$ cat src/rtl/regfile_write_queue.sv
// Register file write queue: in-order FIFO of register writes that feeds the
// register file write port one write per clock, with combinational
// forwarding of the youngest pending value to two read-address probes.

// Forwarding lookup for one probe. The candidates are ordered oldest first,
// so the last match found is the youngest pending value for that address.
module regfile_wq_probe #(
  parameter int N      = 5,
  parameter int ADDR_W = 4,
  parameter int DATA_W = 8
) (
  input  logic                        en,
  input  logic [ADDR_W-1:0]           probe,
  input  logic [N-1:0]                cvld,
  input  logic [N-1:0][ADDR_W-1:0]    caddr,
  input  logic [N-1:0][DATA_W-1:0]    cdata,
  output logic                        hit,
  output logic [DATA_W-1:0]           hdata
);
  // Scan oldest to youngest; a later match overrides an earlier one.
  always_comb begin
    hit   = 1'b0;
    hdata = '0;
    for (int i = 0; i < N; i++) begin
      if (en && cvld[i] && (caddr[i] == probe)) begin
        hit   = 1'b1;
        hdata = cdata[i];
      end
    end
  end
endmodule

module regfile_write_queue #(
  parameter int DEPTH  = 4,
  parameter int ADDR_W = 4,
  parameter int DATA_W = 8
) (
  input  logic                       CLK,
  input  logic                       Reset,
  input  logic                       InValid,
  output logic                       InReady,
  input  logic [ADDR_W-1:0]          InAddress,
  input  logic [DATA_W-1:0]          InData,
  input  logic                       Hold,
  output logic                       WriteEnable,
  output logic [ADDR_W-1:0]          WriteAddress,
  output logic [DATA_W-1:0]          WriteData,
  input  logic [ADDR_W-1:0]          ProbeAddress1,
  input  logic [ADDR_W-1:0]          ProbeAddress2,
  output logic                       Hit1,
  output logic                       Hit2,
  output logic [DATA_W-1:0]          HitData1,
  output logic [DATA_W-1:0]          HitData2,
  output logic [$clog2(DEPTH):0]     Count
);
  localparam int PTR_W  = $clog2(DEPTH);
  localparam int CNT_W  = PTR_W + 1;
  localparam int NCAND  = DEPTH + 1;
  localparam int NPROBE = 2;

  logic [DEPTH-1:0][ADDR_W-1:0] mem_addr;
  logic [DEPTH-1:0][DATA_W-1:0] mem_data;
  logic [PTR_W-1:0]             rd_ptr, wr_ptr;
  logic                         push, pop;

  // A pop never frees a slot for a same-cycle push when full.
  assign InReady = !Reset && (Count < CNT_W'(DEPTH));
  assign push    = InValid && InReady;
  assign pop     = !Hold && (Count != '0);

  // FIFO state and the registered write port; reset wins over everything.
  always_ff @(posedge CLK) begin
    if (Reset) begin
      rd_ptr       <= '0;
      wr_ptr       <= '0;
      Count        <= '0;
      WriteEnable  <= 1'b0;
      WriteAddress <= '0;
      WriteData    <= '0;
    end else begin
      if (push) begin
        mem_addr[wr_ptr] <= InAddress;
        mem_data[wr_ptr] <= InData;
        wr_ptr           <= wr_ptr + 1'b1;
      end
      if (pop) begin
        WriteAddress <= mem_addr[rd_ptr];
        WriteData    <= mem_data[rd_ptr];
        rd_ptr       <= rd_ptr + 1'b1;
      end
      WriteEnable <= pop;
      Count       <= Count + CNT_W'(push) - CNT_W'(pop);
    end
  end

  // Candidate list ordered oldest first: the output register (committing at
  // the next edge) in slot 0, then queue entries from head to tail.
  logic [NCAND-1:0]             cvld;
  logic [NCAND-1:0][ADDR_W-1:0] caddr;
  logic [NCAND-1:0][DATA_W-1:0] cdata;

  // Rotate the circular buffer into age order starting at the read pointer.
  always_comb begin
    cvld     = '0;
    caddr    = '0;
    cdata    = '0;
    cvld[0]  = WriteEnable;
    caddr[0] = WriteAddress;
    cdata[0] = WriteData;
    for (int i = 0; i < DEPTH; i++) begin
      cvld[i+1]  = CNT_W'(i) < Count;
      caddr[i+1] = mem_addr[rd_ptr + PTR_W'(i)];
      cdata[i+1] = mem_data[rd_ptr + PTR_W'(i)];
    end
  end

  logic [NPROBE-1:0][ADDR_W-1:0] probe;
  logic [NPROBE-1:0]             hit;
  logic [NPROBE-1:0][DATA_W-1:0] hdata;

  assign probe = {ProbeAddress2, ProbeAddress1};

  generate
    for (genvar g = 0; g < NPROBE; g++) begin : g_probe
      regfile_wq_probe #(.N(NCAND), .ADDR_W(ADDR_W), .DATA_W(DATA_W)) u_probe (
        .en    (!Reset),
        .probe (probe[g]),
        .cvld  (cvld),
        .caddr (caddr),
        .cdata (cdata),
        .hit   (hit[g]),
        .hdata (hdata[g])
      );
    end
  endgenerate

  assign Hit1     = hit[0];
  assign Hit2     = hit[1];
  assign HitData1 = hdata[0];
  assign HitData2 = hdata[1];
endmodule

$ cat config.mk
export PLATFORM = sky130hd
export DESIGN_NAME = regfile_write_queue
export DESIGN_NICKNAME = d
export VERILOG_FILES = /design/src/rtl/regfile_write_queue.sv
export SDC_FILE = /design/constraint.sdc
export NUM_CORES = 1
export LEC_CHECK = 0
export BUFFER_PORTS_ARGS = -buffer_cell sky130_fd_sc_hd__clkbuf_2
export CORE_AREA = 2 2 99 101
export CTS_BUF_LIST = sky130_fd_sc_hd__clkbuf_8
export CTS_CLUSTER_DIAMETER = 100
export DETAILED_ROUTE_END_ITERATION = 10
export DIE_AREA = 0 0 101 103
export PLACE_DENSITY = 0.78
export RECOVER_POWER = 100
export SLEW_MARGIN = 20
export SYNTH_ARGS = -nofsm -noshare
export SYNTH_HDL_FRONTEND = slang
export SYNTH_SLANG_ARGS = --single-unit
export TNS_END_PERCENT = 1
$ cat constraint.sdc
create_clock -name CLK -period 3.6 [get_ports CLK]
set_clock_uncertainty 0.1 [all_clocks]
set_input_delay 0.36 -clock CLK [delete_from_list [all_inputs] [get_ports CLK]]
set_output_delay 0.36 -clock CLK [all_outputs]
set_load 0.01 [all_outputs]
Word-level counts from Yosys, hierarchy flattened --
Index checks and enable logic that the tools add are counted.
Storage, ports and cells: output and inout bits 35, flip-flop bits (word level) 68
Operators by class: add/subtract/negate cells 6, reductions and logical operators 23, multiplexer cells 42, bitwise operators 1, magnitude comparators 11, eq/ne operators 10
Operators with widths (count):
- 2-to-1 mux 8 bit | 15
- binary-select mux 8 bit (select 2 bit) | 4
- equality test 4 bit | 10
- binary-select mux 4 bit (select 2 bit) | 4
- bitwise mux 32 bit | 1
- 2-to-1 mux 4 bit | 5
- logical AND 1 bit | 19
- bitwise mux 16 bit | 1
- demux 8 bit (select 2 bit) | 1
- less-than comparator 2 x 3 -> 1 bit (second input constant) | 5
- 2-to-1 mux 1 bit | 10
- demux 4 bit (select 2 bit) | 1
- less-than comparator 1 x 3 -> 1 bit (first input constant) | 2
- less-than comparator 2 x 3 -> 1 bit (first input constant) | 2
- adder 2 x 1 -> 2 bit (second input constant) | 2
- adder 2 bit (second input constant) | 2
- adder 3 x 1 -> 3 bit | 1
- less-than comparator 3 bit (second input constant) | 1
- nonzero test 3 bit | 1
- subtractor 3 x 1 -> 3 bit | 1
- greater-or-equal comparator 2 x 1 -> 1 bit (second input constant) | 1
- zero test 1 bit | 2
- AND reduction 2 bit | 1
- inverter 1 bit | 1

Longest topological paths before layout --
Gate-level depths: netlist of the first run.
depth after elaboration 8, gate-level depth with buffers 12

By module --
A second synthesis of the first run with hierarchy kept.
Second synthesis, totals: cell total of the unflattened synthesis 388, area, all modules 5067.4 µm²
By module, submodules not included:
- regfile_write_queue | area an instance 3575.9 µm², seq. area each 1841.8 µm², times used 1, cells an instance 204
- regfile_wq_probe | area an instance 745.7 µm², seq. area each 0.0 µm², times used 2, cells an instance 92

Least setup slack after synthesis of the first run --
Ideal clock, no wire load.
path type reg-to-output, from register rd_ptr[0], to output HitData1[0], path slack 0.686 ns, cell stages (with the launch flop) 9, arrival 2.454 ns, buffers on the path 3, cell sequence dfxtp_1 buf_6 mux4_1 xor2_1 or4_4 buf_6 and3_4 buf_6 a221oi_2
On the way: word-level cells in the longest chain between the ends 8
RTL lines:
- from (decl) | RTL line 63 | logic [PTR_W-1:0] rd_ptr, wr_ptr;
- from (signal assigned) | RTL line 89 | rd_ptr <= rd_ptr + 1'b1;
- adder 2 x 1 -> 2 bit / binary-select mux 4 bit (select 2 bit) (equally long branches) | RTL line 112, 113
- binary-select mux 4 bit (select 2 bit) / 2-to-1 mux 4 bit (equally long branches) | RTL line 112 | caddr[i+1] = mem_addr[rd_ptr + PTR_W'(i)];
- 2-to-1 mux 4 bit (implied by the code) / equality test 4 bit (equally long branches) | RTL line 112, 25
- equality test 4 bit / logical AND 1 bit (equally long branches) | RTL line 25 | if (en && cvld[i] && (caddr[i] == probe)) begin
- logical AND 1 bit / 2-to-1 mux 8 bit (equally long branches) | RTL line 25
- 2-to-1 mux 8 bit (2 in series) | RTL line 25
- 2-to-1 mux 8 bit * | RTL line 25
- to (decl) | RTL line 52 | output logic [DATA_W-1:0] HitData1,
Mark *: on every way between the ends. The rest lies on a longest branch, timed or not. The select of a mux whose other input is x is not followed.

Worst setup path after layout of the first run --
from register rd_ptr[0], to output HitData2[2]
On the way: word-level cells in the longest chain between the ends 8
RTL lines:
- adder 2 x 1 -> 2 bit / binary-select mux 4 bit (select 2 bit) (equally long branches) | RTL line 112, 113
- binary-select mux 4 bit (select 2 bit) / 2-to-1 mux 4 bit (equally long branches) | RTL line 112
- 2-to-1 mux 4 bit (implied by the code) / equality test 4 bit (equally long branches) | RTL line 112, 25
- equality test 4 bit / logical AND 1 bit (equally long branches) | RTL line 25
- logical AND 1 bit / 2-to-1 mux 8 bit (equally long branches) | RTL line 25
- 2-to-1 mux 8 bit (2 in series) | RTL line 25
- 2-to-1 mux 8 bit * | RTL line 25
- to (decl) | RTL line 53 | output logic [DATA_W-1:0] HitData2,
Marks and branches as above.

==> flow_summary.toml, run 1 <==
[logic_synthesis]
syn_area_per_cell_um2 = 11.5
syn_inst = 443
synthFlopType = "edfxtp_1"
synth_edf_count = 48
ys_ff_latch = 68
synth.area.top_cells = "edfxtp_1 28%, mux4_2 17%, dfxtp_1 7.8%"
ys_types = 38
synth_top_cell_by_area = "edfxtp_1"
ys_async_sr_fraction_pct = 0
yosys_warnings = 0
yosysSeqAreaShare_pct = 36.0
synth_area_um2 = 5120
synth_top_area_share_pct = 28.2
synthesis.nets = 476

[clocking]
cts_htree_levels = 3
root_buffer = "clkbuf_8"
holdBufCountCts = 0
cts_tree = "yes"
cts.clk_slew.worst_paths_ns = 0.08
numCtsBuffers = 9
cts_sinks = 68
cts_buffer_depth = 2
worstSkewPairLatency_ns = 0.35

[place]
port_buffers = 58
pre_cts_ws_ns = 0.223
dp_cells = 581
gp_congestion = 0.936
place_hpwl_um = 8630

[timing]
final_max_slew_viol_count = 0
tightest_slew_ns = 0.727
finalWorstSetupSlack_ns = 0.0982
finalSetupTns_ns = 0
min_period_ns = 3.50
finalCritPeriodShare_pct = 97.3
slew_headroom_pct = 51.6
setup_viol = 0
max_freq_ghz = 0.286
rsz0062_at_grt = "false"
finalHoldViolCount = 0

[detailed_routing]
wirelength_um = 11300
drc = 0
vias_per_cell = 6.07
dr.first_iter.drc_count = 225
num_vias = 3629
first_pass_iters = 7
wl_per_cell_um = 18.9
final_antenna_net_count = 0

[global_routing]
grt_start_max_net_pins = 36
grt_pass1_vias = 3435
grt_pass1_wl_um = 17800
grt_overflow_total = 0
antenna_found_initial = 0
grt.total_usage_pct = 22.5

[power]
pwr-share-comb_pct = 44.2
p_leak_nw = 1.89
clock_power_share_pct = 21.1
intPower_mw = 1.88
power-per-cell-area_nw_per_um2 = 546
peakVddDrop_uv = 381
swShare_pct = 37.9
seqPwrFrac_pct = 34.6
p_switching_mw = 1.15

[floorplanning]
start_util_pct = 54.1
core_um2 = 9460
die-width_um = 101
die_height_um = 103
die-area_um2 = 10400
top_level_ports = 59
fp-row-count = 36

[setup_path]
arrival_ns = 3.04
crit_path_top_delay_cell = "mux4_1"
startpoint_type = "flop"
critical_path.top_delay_family = "simple AND/OR/NAND/NOR gates"
crit_required_ns = 3.14
cp_max_fo = 11
cp_num_buf_inv = 2
critical_path.cell_chain = "buf_4 -> mux4_1 -> xor2_1 -> nor4_4 -> nand2_1 -> and2_1 -> a221oi_1 -> clkbuf_2"
max_stage_delay_ns = 0.62
cp-end-kind = "output port"
critical_path_class = "flop to output port"

[outcome]
status = "finished clean"

[final_layout]
final_cell_mix = "48 x edfxtp_1, 47 x nand2_1, 40 x clkbuf_1"
fin_nets = 512
area_delta_synth_final_pct = 8.27
drive_above_1_share_pct = 23.8
diodes = 0
utilization_pct = 58.6
final_common_cell = "edfxtp_1"
instances_no_fill = 598

[min_path]
hp-class = "input pin to flop"

[job]
maxCapViolCount = 0
==> flip-flops by register name, summed over array words and instances, names as in the netlist <==
register      flops
Count             3
wr_ptr            2
mem_data         32
WriteData         8
WriteEnable       1
rd_ptr            2
mem_addr         16
WriteAddress      4
==> cell families after synthesis <==
kind of cell             after synthesis  synth area share (%)
buffers and inverters                 59                  6.38
multiplexers                          72                  25.2
flip-flops                            68                  36.0
AND/OR/NAND/NOR                      136                  13.1
adder cells (fa/ha/maj)                9                  2.35
AO/OA/AOI/OAI                         49                  8.36
XOR/XNOR                              50                  8.56
==> path summary, 6_finish.rpt <==
check	endpoint	cells past startpoint	slack [ns]	from
setup / recovery	HitData2[2]	8	0.1	rd_ptr[0]$_SDFFE_PP0P_
hold / removal	mem_addr[12]$_DFFE_PP_	1	0.17	InAddress[0]
setup reg to reg	Count[2]$_SDFF_PP0_	11	0.52	Count[2]$_SDFF_PP0_
hold reg to reg	WriteData[6]$_SDFFE_PP0P_	2	0.40	WriteData[6]$_SDFFE_PP0P_
==> worst register-to-register path, stage by stage, from the launching register on <==
cell and delay (ns):
dfxtp_1 0.46, nor3_1 0.08, or2_0 0.46, inv_1 0.13, clkbuf_1 0.56, ha_1 0.35
inv_1 0.06, ha_1 0.14, inv_1 0.05, fa_1 0.37, xnor2_1 0.16, nor2_1 0.05
==> per-layer routing <==
metal	vias to the layer above	track usage [%]	part of all wire [%]
li1	1715	-	-
met1	1767	30.8	45
met2	124	35.8	47
met3	23	5.49	5.2
met4	0	6.96	2.2
met5	-	0	0
==> cell usage after synthesis, drive strengths merged (8+ instances only) <==
master / instances
buf: 33
xnor2: 31
nand3: 10
mux4: 44
and3: 12
ha: 8
a31oi: 14
a221oi: 16
nand2: 47
a21oi: 13
clkbuf: 14
xor2: 19
nor2: 39
mux2i: 27
inv: 12
edfxtp: 48
dfxtp: 20
==> through the flow <==
step           cell area [µm²]  power, mW  hold slack (ns)
2_1_floorplan             5120       2.14            0.358
3_3_place_gp              5370       2.36            0.382
3_5_place_dp              5370       2.39            0.390
4_1_cts                   5570       3.04            0.115
5_1_grt                   5540       3.20            0.174
6_report                  5540       3.02            0.167
==> power groups by stage <==
| stage | Sequential (mW) | Clock [mW] | Combinational [mW] |
|---|---|---|---|
| after floorplan | 1.00 | 0 | 1.13 |
| after global placement | 1.06 | 0 | 1.29 |
| after detailed placement | 1.07 | 0 | 1.32 |
| after CTS | 1.06 | 0.650 | 1.33 |
| after global routing | 1.06 | 0.685 | 1.46 |
| final | 1.05 | 0.639 | 1.34 |
==> area by class of cell <==
| class | instances | area, µm² |
|---|---|---|
| timing repair buffer | 72 | 347 |
| fill | 784 | 3920 |
| inverter | 12 | 45.0 |
| clock inverter | 7 | 76.3 |
| tap | 114 | 143 |
| sequential | 68 | 1850 |
| multi-input combinational | 316 | 2960 |
| clock buffer | 9 | 124 |
==> timing repair <==
action | 4_1_cts | 5_1_grt
endpoints found under the setup margin | 18 | 17
gates resized for setup | 2 | 5
pin swaps | 0 | 1
endpoints found under the hold margin | 0 | 0
setup buffers | 0 | 1
(Power assumes the default switching activity.)
==> run 2, diff against run 1 <==
--- a/config.mk
+++ b/config.mk
@@ -6,12 +6,12 @@
 export NUM_CORES = 1
 export LEC_CHECK = 0
 export BUFFER_PORTS_ARGS = -buffer_cell sky130_fd_sc_hd__clkbuf_2
-export CORE_AREA = 2 2 99 101
+export CORE_AREA = 2 2 110 112
 export CTS_BUF_LIST = sky130_fd_sc_hd__clkbuf_8
 export CTS_CLUSTER_DIAMETER = 100
 export DETAILED_ROUTE_END_ITERATION = 10
-export DIE_AREA = 0 0 101 103
-export PLACE_DENSITY = 0.78
+export DIE_AREA = 0 0 112 114
+export PLACE_DENSITY = 0.65
 export RECOVER_POWER = 100
 export SLEW_MARGIN = 20
 export SYNTH_ARGS = -nofsm -noshare
==> run 2 against run 1 <==
  * Routed wire length increased by 2.6%
  * Cell area is 2.0% higher
  * Clock power is 21% higher
  * Hold slack lost 0.0084 ns
  * Via count increased by 0.69%
  * Largest power group unchanged
  * Highest routed layer unchanged
==> flow_summary.toml, run 2 (synthesized netlist as in run 1, its figures left out) <==
[outcome]
status = "finished clean"

[clocking]
cts_htree_levels = 3
worstSkewPairLatency_ns = 0.36
cts_buffer_depth = 2
numCtsBuffers = 9
cts_sinks = 68
cts.clk_slew.worst_paths_ns = 0.08
root_buffer = "clkbuf_8"
cts_tree = "yes"
holdBufCountCts = 0

[detailed_routing]
top_layer_used = "met4"
dr.first_iter.drc_count = 402
first_pass_iters = 4
m1WireLength_um = 5170
vias_per_cell = 5.78
final_antenna_net_count = 0
wl_per_cell_um = 18.4
num_vias = 3654
met3_length_um = 690
met2_length_um = 5370
wirelength_um = 11600
drc = 0

[final_layout]
multi_input_area_um2 = 2970
largest_reg_flops = 32
final_cell_mix = "48 x edfxtp_1, 47 x nand2_1, 39 x nor2_1, 39 x mux4_2, 31 x xnor2_1"
utilization_pct = 48.2
drive_above_1_share_pct = 25.4
final_area_um2 = 5650
diodes = 0
reg_top3 = "mem_data x32, mem_addr x16, WriteData x8"
area_delta_synth_final_pct = 10.4
final_common_cell = "edfxtp_1"
regArea_um2 = 1850
fillers = 1057
top_register = "mem_data"
fin_nets = 513

[global_routing]
grt_overflow_total = 0
grt_pass1_wl_um = 18500
grt_pass1_vias = 3482
grt.total_usage_pct = 18.4
antenna_found_initial = 0
grt_start_max_net_pins = 35

[power]
p_leak_nw = 1.95
peakVddDrop_uv = 314
finalPower_mw = 3.16
power-per-cell-area_nw_per_um2 = 559

[timing]
final_max_slew_viol_count = 0
finalHoldViolCount = 0
max_freq_ghz = 0.287
finalCritPeriodShare_pct = 96.8
worst_hold_slack_ns = 0.158
finalSetupTns_ns = 0
tightest_slew_ns = 0.754
setup_viol = 0
min_period_ns = 3.48
slew_headroom_pct = 49.7

[setup_path]
arrival_ns = 3.02
cp-end-kind = "output port"
critical_path_class = "flop to output port"
crit_required_ns = 3.14
startpoint_type = "flop"
ff2ff_setup_slack_ns = 0.50
cp_max_fo = 12

[floorplanning]
die-area_um2 = 12800
die-width_um = 112
fp-row-count = 40
die_height_um = 114
start_util_pct = 43.7
top_level_ports = 59
core_um2 = 11700

[min_path]
hp-class = "input pin to flop"

[place]
gp_congestion = 0.952
port_buffers = 58
placed_area_um2 = 5410
place_hpwl_um = 9000

[job]
maxCapViolCount = 0
[run 2: cell count changes in the layout (fill, tap and decap cells not counted), moves of 2 or more]
| cell | change |
|---|---|
| clkinv_1 | +2 |
| bufinv_16 | +2 |
| clkbuf_2 | +10 |
| clkbuf_1 | -10 |
| clkinvlp_4 | -2 |
[run 2: per-layer routing]
metal  up-vias  global-route usage, %
li1       1714                      -
met1      1785                   25.7
met2       124                   28.2
met3        31                   2.92
met4         0                   9.35
met5         -                      0
[run 2: metrics by stage]
stage / worst slack (ns) / std cells
floorplan: 0.686 / 443
global placement: 0.301 / 614
detailed placement: 0.291 / 614
CTS: 0.0374 / 630
global route: -0.00292 / 632
finish: 0.115 / 632
[run 2: critical path: stages (launching register included)]
cell and delay, ns:
dfxtp_4 0.46, mux4_2 0.57, xnor2_1 0.16, nand2_1 0.07
or4_4 0.63, and3_4 0.28, a221oi_2 0.30, clkbuf_2 0.19
[run 2: report_power, final]
part / leakage [nW] / switching (mW) / internal [mW]
sequential: 0.600 / 0.118 / 0.927
clock: 0.118 / 0.316 / 0.458
combinational: 1.23 / 0.707 / 0.630
total: 1.95 / 1.14 / 2.01
[run 2: worst paths after layout]
path	startpoint	endpoint	cells past startpoint
setup / recovery	rd_ptr[0]$_SDFFE_PP0P_	HitData1[3]	7
hold / removal	InData[7]	mem_data[15]$_DFFE_PP_	1
setup reg to reg	Count[2]$_SDFF_PP0_	Count[2]$_SDFF_PP0_	11
hold reg to reg	WriteData[1]$_SDFFE_PP0P_	WriteData[1]$_SDFFE_PP0P_	2
[run 2: what timing repair did]
item | 4_1_cts | 5_1_grt
endpoints found under the setup margin | 12 | 12
gates resized for setup | 2 | 3
pin swaps | 0 | 0
buffers inserted | 0 | 2
[run 2: cell type report]
cell class / count / share of cell area [%]
clock buffers: 9 / 2.19
clock inverters: 7 / 2.04
inverters: 12 / 0.798
multi-input cells: 316 / 52.5
flip-flops and latches: 68 / 32.7
well taps: 147 / 3.26
repair buffers: 73 / 6.42
